**src/rtl/mem_lsu.sv**
```systemverilog
// Memory-stage load/store unit: turns one load/store into a single request/grant/response
// transaction on the data-memory port and returns a lane-aligned, extended load result.
module mem_lsu (
  input  logic        clk,
  input  logic        rst,
  input  logic        mem_read,
  input  logic        mem_write,
  input  logic [2:0]  funct3,
  input  logic [31:0] addr,
  input  logic [31:0] store_data,
  input  logic        IM_stall,
  output logic        dm_req,
  output logic        dm_we,
  output logic [31:0] dm_addr,
  output logic [3:0]  dm_wstrb,
  output logic [31:0] dm_wdata,
  input  logic        dm_gnt,
  input  logic        dm_rvalid,
  input  logic [31:0] dm_rdata,
  output logic [31:0] ld_data,
  output logic        DM_stall,
  output logic        misalign
);

  // Handshake: dm_req is a valid that stays high, with every dm_* field frozen, until the
  // cycle dm_gnt is seen high; a read then completes on the first dm_rvalid in WAIT_R only.
  typedef enum logic [1:0] {IDLE, REQ, WAIT_R, DONE} state_t;

  state_t      state;
  state_t      state_nxt;
  logic        op_valid;
  logic        misaligned_in;
  logic [31:0] st_wdata;
  logic [3:0]  st_wstrb;
  logic        load_q;
  logic [2:0]  funct3_q;
  logic [1:0]  lane_q;
  logic [31:0] lane;
  logic [31:0] ld_fmt;

  assign op_valid = mem_read | mem_write;

  always_comb begin
    misaligned_in = 1'b0;
    case (funct3[1:0])
      2'b00:   misaligned_in = 1'b0;
      2'b01:   misaligned_in = addr[0];
      default: misaligned_in = (addr[1:0] != 2'b00);
    endcase
  end

  // Narrow stores are replicated across lanes; the strobes pick the addressed lane.
  always_comb begin
    st_wdata = store_data;
    st_wstrb = 4'b1111;
    case (funct3[1:0])
      2'b00: begin
        st_wdata = {4{store_data[7:0]}};
        st_wstrb = 4'b0001 << addr[1:0];
      end
      2'b01: begin
        st_wdata = {2{store_data[15:0]}};
        st_wstrb = 4'b0011 << addr[1:0];
      end
      default: ;
    endcase
  end

  assign lane = dm_rdata >> {lane_q, 3'b000};

  always_comb begin
    ld_fmt = lane;
    case (funct3_q)
      3'b000:  ld_fmt = {{24{lane[7]}}, lane[7:0]};
      3'b001:  ld_fmt = {{16{lane[15]}}, lane[15:0]};
      3'b100:  ld_fmt = {24'h0, lane[7:0]};
      3'b101:  ld_fmt = {16'h0, lane[15:0]};
      default: ld_fmt = lane;
    endcase
  end

  always_ff @(posedge clk) begin
    if (rst) state <= IDLE;
    else     state <= state_nxt;
  end

  always_comb begin
    state_nxt = state;
    DM_stall  = 1'b0;
    case (state)
      IDLE: begin
        DM_stall = op_valid;
        if (op_valid) state_nxt = misaligned_in ? DONE : REQ;
      end
      REQ: begin
        DM_stall = 1'b1;
        if (dm_gnt) state_nxt = load_q ? WAIT_R : DONE;
      end
      WAIT_R: begin
        DM_stall = 1'b1;
        if (dm_rvalid) state_nxt = DONE;
      end
      DONE: begin
        // Leave only when the pipeline advances, so the held EX/MEM op is not re-issued.
        if (!IM_stall) state_nxt = IDLE;
      end
      default: state_nxt = IDLE;
    endcase
  end

  always_ff @(posedge clk) begin
    if (rst) begin
      dm_req   <= 1'b0;
      dm_we    <= 1'b0;
      dm_addr  <= 32'h0;
      dm_wstrb <= 4'h0;
      dm_wdata <= 32'h0;
      ld_data  <= 32'h0;
      misalign <= 1'b0;
      load_q   <= 1'b0;
      funct3_q <= 3'b000;
      lane_q   <= 2'b00;
    end else begin
      case (state)
        IDLE: begin
          if (op_valid) begin
            load_q   <= mem_read;
            funct3_q <= funct3;
            lane_q   <= addr[1:0];
            dm_addr  <= {addr[31:2], 2'b00};
            dm_we    <= ~mem_read;
            dm_wstrb <= mem_read ? 4'h0 : st_wstrb;
            dm_wdata <= st_wdata;
            if (misaligned_in) begin
              misalign <= 1'b1;
              if (mem_read) ld_data <= 32'h0;
            end else begin
              dm_req <= 1'b1;
            end
          end
        end
        REQ: begin
          if (dm_gnt) dm_req <= 1'b0;
        end
        WAIT_R: begin
          if (dm_rvalid) ld_data <= ld_fmt;
        end
        DONE: begin
          if (!IM_stall) misalign <= 1'b0;
        end
        default: ;
      endcase
    end
  end

endmodule

```
**config.mk**
```make
export PLATFORM = sky130hd
export DESIGN_NAME = mem_lsu
export DESIGN_NICKNAME = d
export VERILOG_FILES = /design/src/rtl/mem_lsu.sv
export SDC_FILE = /design/constraint.sdc
export NUM_CORES = 1
export LEC_CHECK = 0
export CAP_MARGIN = 25
export CORE_AREA = 2 2 112 114
export DETAILED_ROUTE_END_ITERATION = 7
export DIE_AREA = 0 0 114 116
export PLACE_DENSITY_LB_ADDON = 0.12
export SYNTH_ARGS = -nofsm -noshare
export SYNTH_HDL_FRONTEND = slang
export SYNTH_SLANG_ARGS = --single-unit
export TNS_END_PERCENT = 1
```
**constraint.sdc**
```tcl
create_clock -name clk -period 2.8 [get_ports clk]
set_input_delay 0.7 -clock clk [delete_from_list [all_inputs] [get_ports clk]]
set_output_delay 0.7 -clock clk [all_outputs]
set_load 0.02 [all_outputs]
```
==> results.py, run 1 <==
metrics = {
    "synthesis": {
        "synthMostInstantiatedCell": "nand2_1",
        "synth-xor-area-share": 0,
        "ys_seq_elements": 109,
        "synth_top_family_by_area": "compound AO/OA/AOI/OAI gates",
        "async_flop_share": 0,
        "synth-compound-area-share": 0.229,
        "yosysUniqueCellTypes": 47,
        "yosysWarningCount": 0,
        "synth_fa_ha_area_frac": 0.0149,
        "seq_area_frac_synth": 0.434,
        "synth-simple-area-share": 0.179,
        "synthCells": 615,
        "synth.cells.most_frequent": "nand2_1, dfxtp_1, a21oi_1, nor2_1, mux2i_1",
        "yosysTopAreaCell": "dfxtp_1",
        "synth_top_area_share": 0.434,
        "synth_edf_count": 0,
        "synth_area_leaders": "dfxtp_1, nand2_1, a21oi_1",
        "syn-cell-area_um2": 5030,
        "postSynthAreaPerCell_um2": 8.18,
        "synthMuxAreaShare": 0.0902,
        "ys.flop_type": "dfxtp_1",
    },
    "worst_setup_path": {
        "rr_startpoint": "state[0]$_SDFFE_PP0P_",
        "crit_end": "DM_stall",
        "startpoint_type": "input port",
        "crit_type": "in -> out",
        "crit_required_ns": 2.10,
        "crit_fanout": 2,
        "r2r_slack_ns": 0.54,
        "reg2reg_to": "ld_data[28]$_SDFFE_PP0P_",
        "worst-endpoint-arrival_ns": 1.85,
        "ff2ff_path_depth": 6,
        "crit_path_start": "mem_read",
        "endpoint_kind": "primary output",
    },
    "timing": {
        "finalWorstSetupSlack_ns": 0.248,
        "max_slew_margin": 0.447,
        "setup_viol": 0,
        "period_needed_ns": 2.55,
        "final-max-slew-violation-count": 0,
        "min_period_over_period": 0.911,
        "finalHoldViolCount": 0,
        "setup-tns-final_ns": 0,
        "holdWs_ns": 0.453,
        "rsz0062_at_grt": "no",
        "tightest_slew_ns": 0.830,
        "max_freq_ghz": 0.392,
        "fin_worst_skew_ns": 0.00793,
    },
    "clock_tree": {
        "cts_hold_buf": 0,
        "cts_made_buffers": 9,
        "cts_tree": "built",
        "post-cts-setup-buffers": 0,
        "cts_sinks": 109,
        "clk_latency_ns": 0.35,
        "cts_max_level": 3,
        "clkTransAtPathRegs_ns": 0.07,
        "clock-root-buffer": "clkbuf_16",
        "clock_path_buffers": 2,
        "cts_resized": 1,
    },
    "placed_design": {
        "placedInstanceArea_um2": 7280,
        "numPortBuffers": 207,
        "pre_cts_slack_ns": -0.0264,
        "dp_cells": 941,
        "gp_congestion": 0.821,
        "hpwl_um": 11900,
    },
    "power_and_ir_drop": {
        "total_power_mw": 6.67,
        "p_leak_nw": 2.81,
        "ir_drop_mv": 0.465,
        "cellPowerDensity_nw_per_um2": 878,
    },
    "detailed_routing": {
        "drt_iter0_drc": 321,
        "ant_nets": 0,
        "routedWlPerCell_um": 16.9,
        "drcViolationCount": 0,
        "firstDrtPassIters": 5,
        "num_vias": 5156,
        "wl_um": 16100,
        "vias_per_cell": 5.39,
    },
    "die": {
        "die_w_um": 114,
        "core_area_um2": 11900,
        "rows": 40,
        "start_util": 0.423,
        "ios": 210,
        "die_h_um": 116,
        "die_area_um2": 13200,
    },
    "global_route": {
        "grt_max_degree": 85,
        "grtUsageMet3": 0.0889,
        "grt_overflow": 0,
        "grt_use_total": 0.239,
        "grt_pass1_wl_um": 25000,
        "grt.busiest_layer": "met2",
        "antenna_found_initial": 0,
        "use_met2": 0.420,
        "use_met1": 0.269,
        "grt_pass1_vias": 5002,
    },
    "finish": {
        "fin_util": 0.638,
        "design_area_um2": 7600,
        "fin_nets": 917,
        "layout-drive-gt1-share": 0.0729,
        "syn2layout_area_growth_pct": 51.0,
        "diodes": 0,
        "final_cells": 956,
    },
    "outcome": {
        "status": "completed",
    },
    "hold_path": {
        "hold_path_class": "reg -> reg",
    },
    "job": {
        "cap_violations": 0,
    },
}
[layer usage]
layer	vias to the layer above	routed length [um]
met2	195	7940
met4	0	323
met3	23	1500
met5	-	0
li1	2529	-
met1	2409	6380
[report_power, final]
part | internal (mW) | switching, mW | total [mW]
clock network | 0.830 | 0.557 | 1.39
logic | 1.35 | 1.84 | 3.18
registers | 1.89 | 0.210 | 2.10
total | 4.07 | 2.60 | 6.67
[state kept, by name, indices dropped and copies added (netlist names)]
register	flops
funct3_q	3
misalign	1
dm_wstrb	4
load_q	1
dm_we	1
dm_addr	30
lane_q	2
ld_data	32
dm_req	1
dm_wdata	32
state	2
[worst max-delay path, cell delays in order]
cell	delay, ns
clkdlybuf4s50_1	0.42
nor2_1	0.23
nor2b_4	0.06
nor2_1	0.08
nor2_1	0.05
dlygate4sd2_1	0.31
[how the worst min path moves through the flow]
stage | slack (ns) | end | startpoint | cells past startpoint
2_1_floorplan | 0.44 | funct3_q[2]$_SDFFE_PP0P_ | funct3_q[2]$_SDFFE_PP0P_ | 2
3_3_place_gp | 0.44 | ld_data[3]$_SDFFE_PP0P_ | ld_data[3]$_SDFFE_PP0P_ | 2
3_5_place_dp | 0.45 | dm_addr[7]$_SDFFE_PP0P_ | dm_addr[7]$_SDFFE_PP0P_ | 2
4_1_cts | 0.46 | dm_addr[7]$_SDFFE_PP0P_ | dm_addr[7]$_SDFFE_PP0P_ | 2
5_1_grt | 0.47 | dm_addr[12]$_SDFFE_PP0P_ | dm_addr[12]$_SDFFE_PP0P_ | 2
6_report | 0.45 | dm_addr[7]$_SDFFE_PP0P_ | dm_addr[7]$_SDFFE_PP0P_ | 2
[cells in the final DEF (no fill, tap or decap), drive strengths merged, types with 4 or more instances in the layout]
cell type / count
clkdlybuf4s50: 205
mux2i: 33
mux2: 9
nor3: 11
a22o: 8
a222oi: 8
nor2: 45
ha: 6
a311oi: 9
dfxtp: 109
a22oi: 9
a211oi: 9
inv: 5
clkbuf: 12
a21oi: 94
o21ai: 29
nor2b: 4
buf: 24
nand2: 144
o2111ai: 7
[area by class of cell]
class,count,area [um^2]
Clock buffer,12,256
Inverter,5,18.8
Fill cell,1033,4310
Sequential cell,109,2180
Multi-Input combinational cell,450,2610
Timing Repair Buffer,230,2280
Clock inverter,3,68.8
Tap cell,147,184
[cells by family after synthesis]
logic type	count (synthesis)
flip-flops	109
AO/OA/AOI/OAI	182
AND/OR/NAND/NOR	217
other	1
multiplexers	43
buffers and inverters	57
adder cells (fa/ha/maj)	6
Power figures use the tool's default switching activity.
==> run 2, diff against run 1 <==
Settings changed: GPL_TIMING_DRIVEN from default to 0, TNS_END_PERCENT 1 to default.
==> run 2 against run 1 <==
  * Utilization up 0.063 points
  * Non-clock buffer count up 29
  * Highest routed layer unchanged
  * First-iteration DRC count up 19%
  * Largest cell class unchanged
==> results.py, run 2 (same netlist as run 1, synthesis figures left out) <==
metrics = {
    "global_route": {
        "grt_pass1_vias": 5186,
        "grt_pass1_wl_um": 26700,
        "grt_use_total": 0.257,
        "antenna_found_initial": 0,
        "grt_max_degree": 20,
        "grt_overflow": 0,
    },
    "finish": {
        "fin_nets": 946,
        "final_common_cell": "clkdlybuf4s50_1",
        "syn2layout_area_growth_pct": 51.2,
        "diodes": 0,
        "fillCellCount": 1043,
        "final_cells": 986,
        "layout_common_cells": "clkdlybuf4s50_1, nand2_1, dfxtp_1",
        "multiInputGateArea_um2": 2610,
        "design_area_um2": 7610,
        "layout-drive-gt1-share": 0.0751,
        "top_regs": "dm_wdata x32, ld_data x32, dm_addr x30",
        "seq_area_um2": 2180,
    },
    "die": {
        "die_h_um": 116,
        "die_w_um": 114,
        "die_area_um2": 13200,
        "start_util": 0.423,
        "ios": 210,
        "rows": 40,
        "core_area_um2": 11900,
    },
    "clock_tree": {
        "cts_sinks": 109,
        "cts_hold_buf": 0,
        "clk_latency_ns": 0.35,
        "cts_max_level": 3,
        "cts_tree": "built",
        "clkTransAtPathRegs_ns": 0.08,
        "cts_made_buffers": 9,
        "clock_path_buffers": 2,
        "clock-root-buffer": "clkbuf_16",
    },
    "timing": {
        "finalWorstSetupSlack_ns": 0.0670,
        "period_needed_ns": 2.73,
        "setup-tns-final_ns": 0,
        "tightest_slew_ns": 0.600,
        "fin_worst_skew_ns": 0.00624,
        "max_freq_ghz": 0.366,
        "holdWs_ns": 0.458,
        "min_period_over_period": 0.976,
        "final-max-slew-violation-count": 0,
        "finalHoldViolCount": 0,
        "setup_viol": 0,
        "rsz0062_at_grt": "no",
        "max_slew_margin": 0.594,
    },
    "power_and_ir_drop": {
        "p_int_mw": 3.89,
        "p_clk_frac": 0.187,
        "p_leak_nw": 2.79,
        "cellPowerDensity_nw_per_um2": 873,
        "swShare": 0.415,
        "p_seq_frac": 0.316,
        "p_comb_frac": 0.498,
        "ir_drop_mv": 0.415,
        "p_sw_mw": 2.76,
    },
    "worst_setup_path": {
        "crit_buf_inv": 4,
        "crit_family": "buffers and inverters",
        "crit_type": "in -> out",
        "startpoint_type": "input port",
        "critPathSlowestCell": "dlygate4sd2_1",
        "crit_top_cell": "nor2_1",
        "crit_fanout": 10,
        "endpoint_kind": "primary output",
        "slowest_delay_ns": 0.28,
        "crit_chain": "dlygate4sd2_1 > nor2_1 > nor2b_2 > buf_6 > buf_6 > nor2_1 > nor2_1 > clkdlybuf4s15_2",
        "worst-endpoint-arrival_ns": 2.03,
        "crit_required_ns": 2.10,
        "r2r_slack_ns": 0.50,
    },
    "detailed_routing": {
        "drcViolationCount": 0,
        "wl_um": 17400,
        "routed-wl-met2_um": 8340,
        "routedWlPerCell_um": 17.6,
        "wl_met3_um": 1520,
        "top_layer": "met4",
        "num_vias": 5343,
        "met1_length_um": 7190,
        "firstDrtPassIters": 7,
        "ant_nets": 0,
        "drt_iter0_drc": 382,
        "vias_per_cell": 5.42,
    },
    "placed_design": {
        "dp_cells": 970,
        "placedInstanceArea_um2": 7290,
        "numPortBuffers": 207,
        "gp_congestion": 0.885,
        "pre_cts_slack_ns": -0.975,
        "hpwl_um": 13300,
    },
    "hold_path": {
        "hold_path_class": "reg -> reg",
    },
    "outcome": {
        "status": "completed",
    },
    "job": {
        "cap_violations": 0,
    },
}
-- run 2: changes by cell type in the layout (fill, tap and decap cells not counted), sizes merged --
cell and delta:
clkdlybuf4s50 -1, clkinvlp +1, inv +3, bufinv -2, clkdlybuf4s15 +2, clkinv +1, buf +1, clkbuf +25
-- run 2: cell type report --
cell class | instances | share of cell area
well taps | 147 | 0.0242
flip-flops and latches | 109 | 0.287
repair buffers | 208 | 0.273
clock inverters | 6 | 0.00707
plain buffers | 51 | 0.0331
inverters | 5 | 0.00247
clock buffers | 10 | 0.0301
multi-input cells | 450 | 0.343
-- run 2: worst paths after layout --
kind | from | endpoint | depth (start not counted)
setup / recovery | mem_write | DM_stall | 8
hold / removal | dm_addr[25]$_SDFFE_PP0P_ | dm_addr[25]$_SDFFE_PP0P_ | 2
hold reg to reg | dm_addr[25]$_SDFFE_PP0P_ | dm_addr[25]$_SDFFE_PP0P_ | 2
setup reg to reg | state[0]$_SDFFE_PP0P_ | ld_data[26]$_SDFFE_PP0P_ | 8
-- run 2: power groups by stage --
stage	Clock [mW]	Sequential [mW]	Combinational, mW
floorplan	0	2.46	1.57
global placement	0	2.11	3.14
detailed placement	0	2.12	3.22
CTS	1.26	2.09	3.30
global route	1.31	2.13	3.58
finish	1.24	2.10	3.31
-- run 2: routing by layer --
layer / global-route usage / up-vias
met5: 0 / -
met4: 0.0797 / 0
met1: 0.317 / 2501
met2: 0.437 / 230
li1: - / 2590
met3: 0.0764 / 22
-- run 2: per-stage QoR --
| step | utilization | power [mW] |
|---|---|---|
| detailed placement | 0.612 | 5.34 |
| floorplan | - | 4.03 |
| global placement | 0.612 | 5.25 |
| finish | 0.639 | 6.64 |
| global route | 0.639 | 7.03 |
| CTS | 0.639 | 6.65 |
-- run 2: what timing repair did --
item,CTS,global route
pin swaps,0,0
setup buffers,1,0
setup endpoints to repair,1,1
gates resized for setup,14,2
-- run 2: worst register-to-register path, cell delays in order, from the launching register on --
cell and delay, ns:
dfxtp_1 0.41, inv_2 0.10, ha_1 0.24, clkbuf_1 0.23
nand2b_1 0.20, o211ai_1 0.13, a21oi_2 0.44, a222oi_1 0.21
nor3_1 0.25
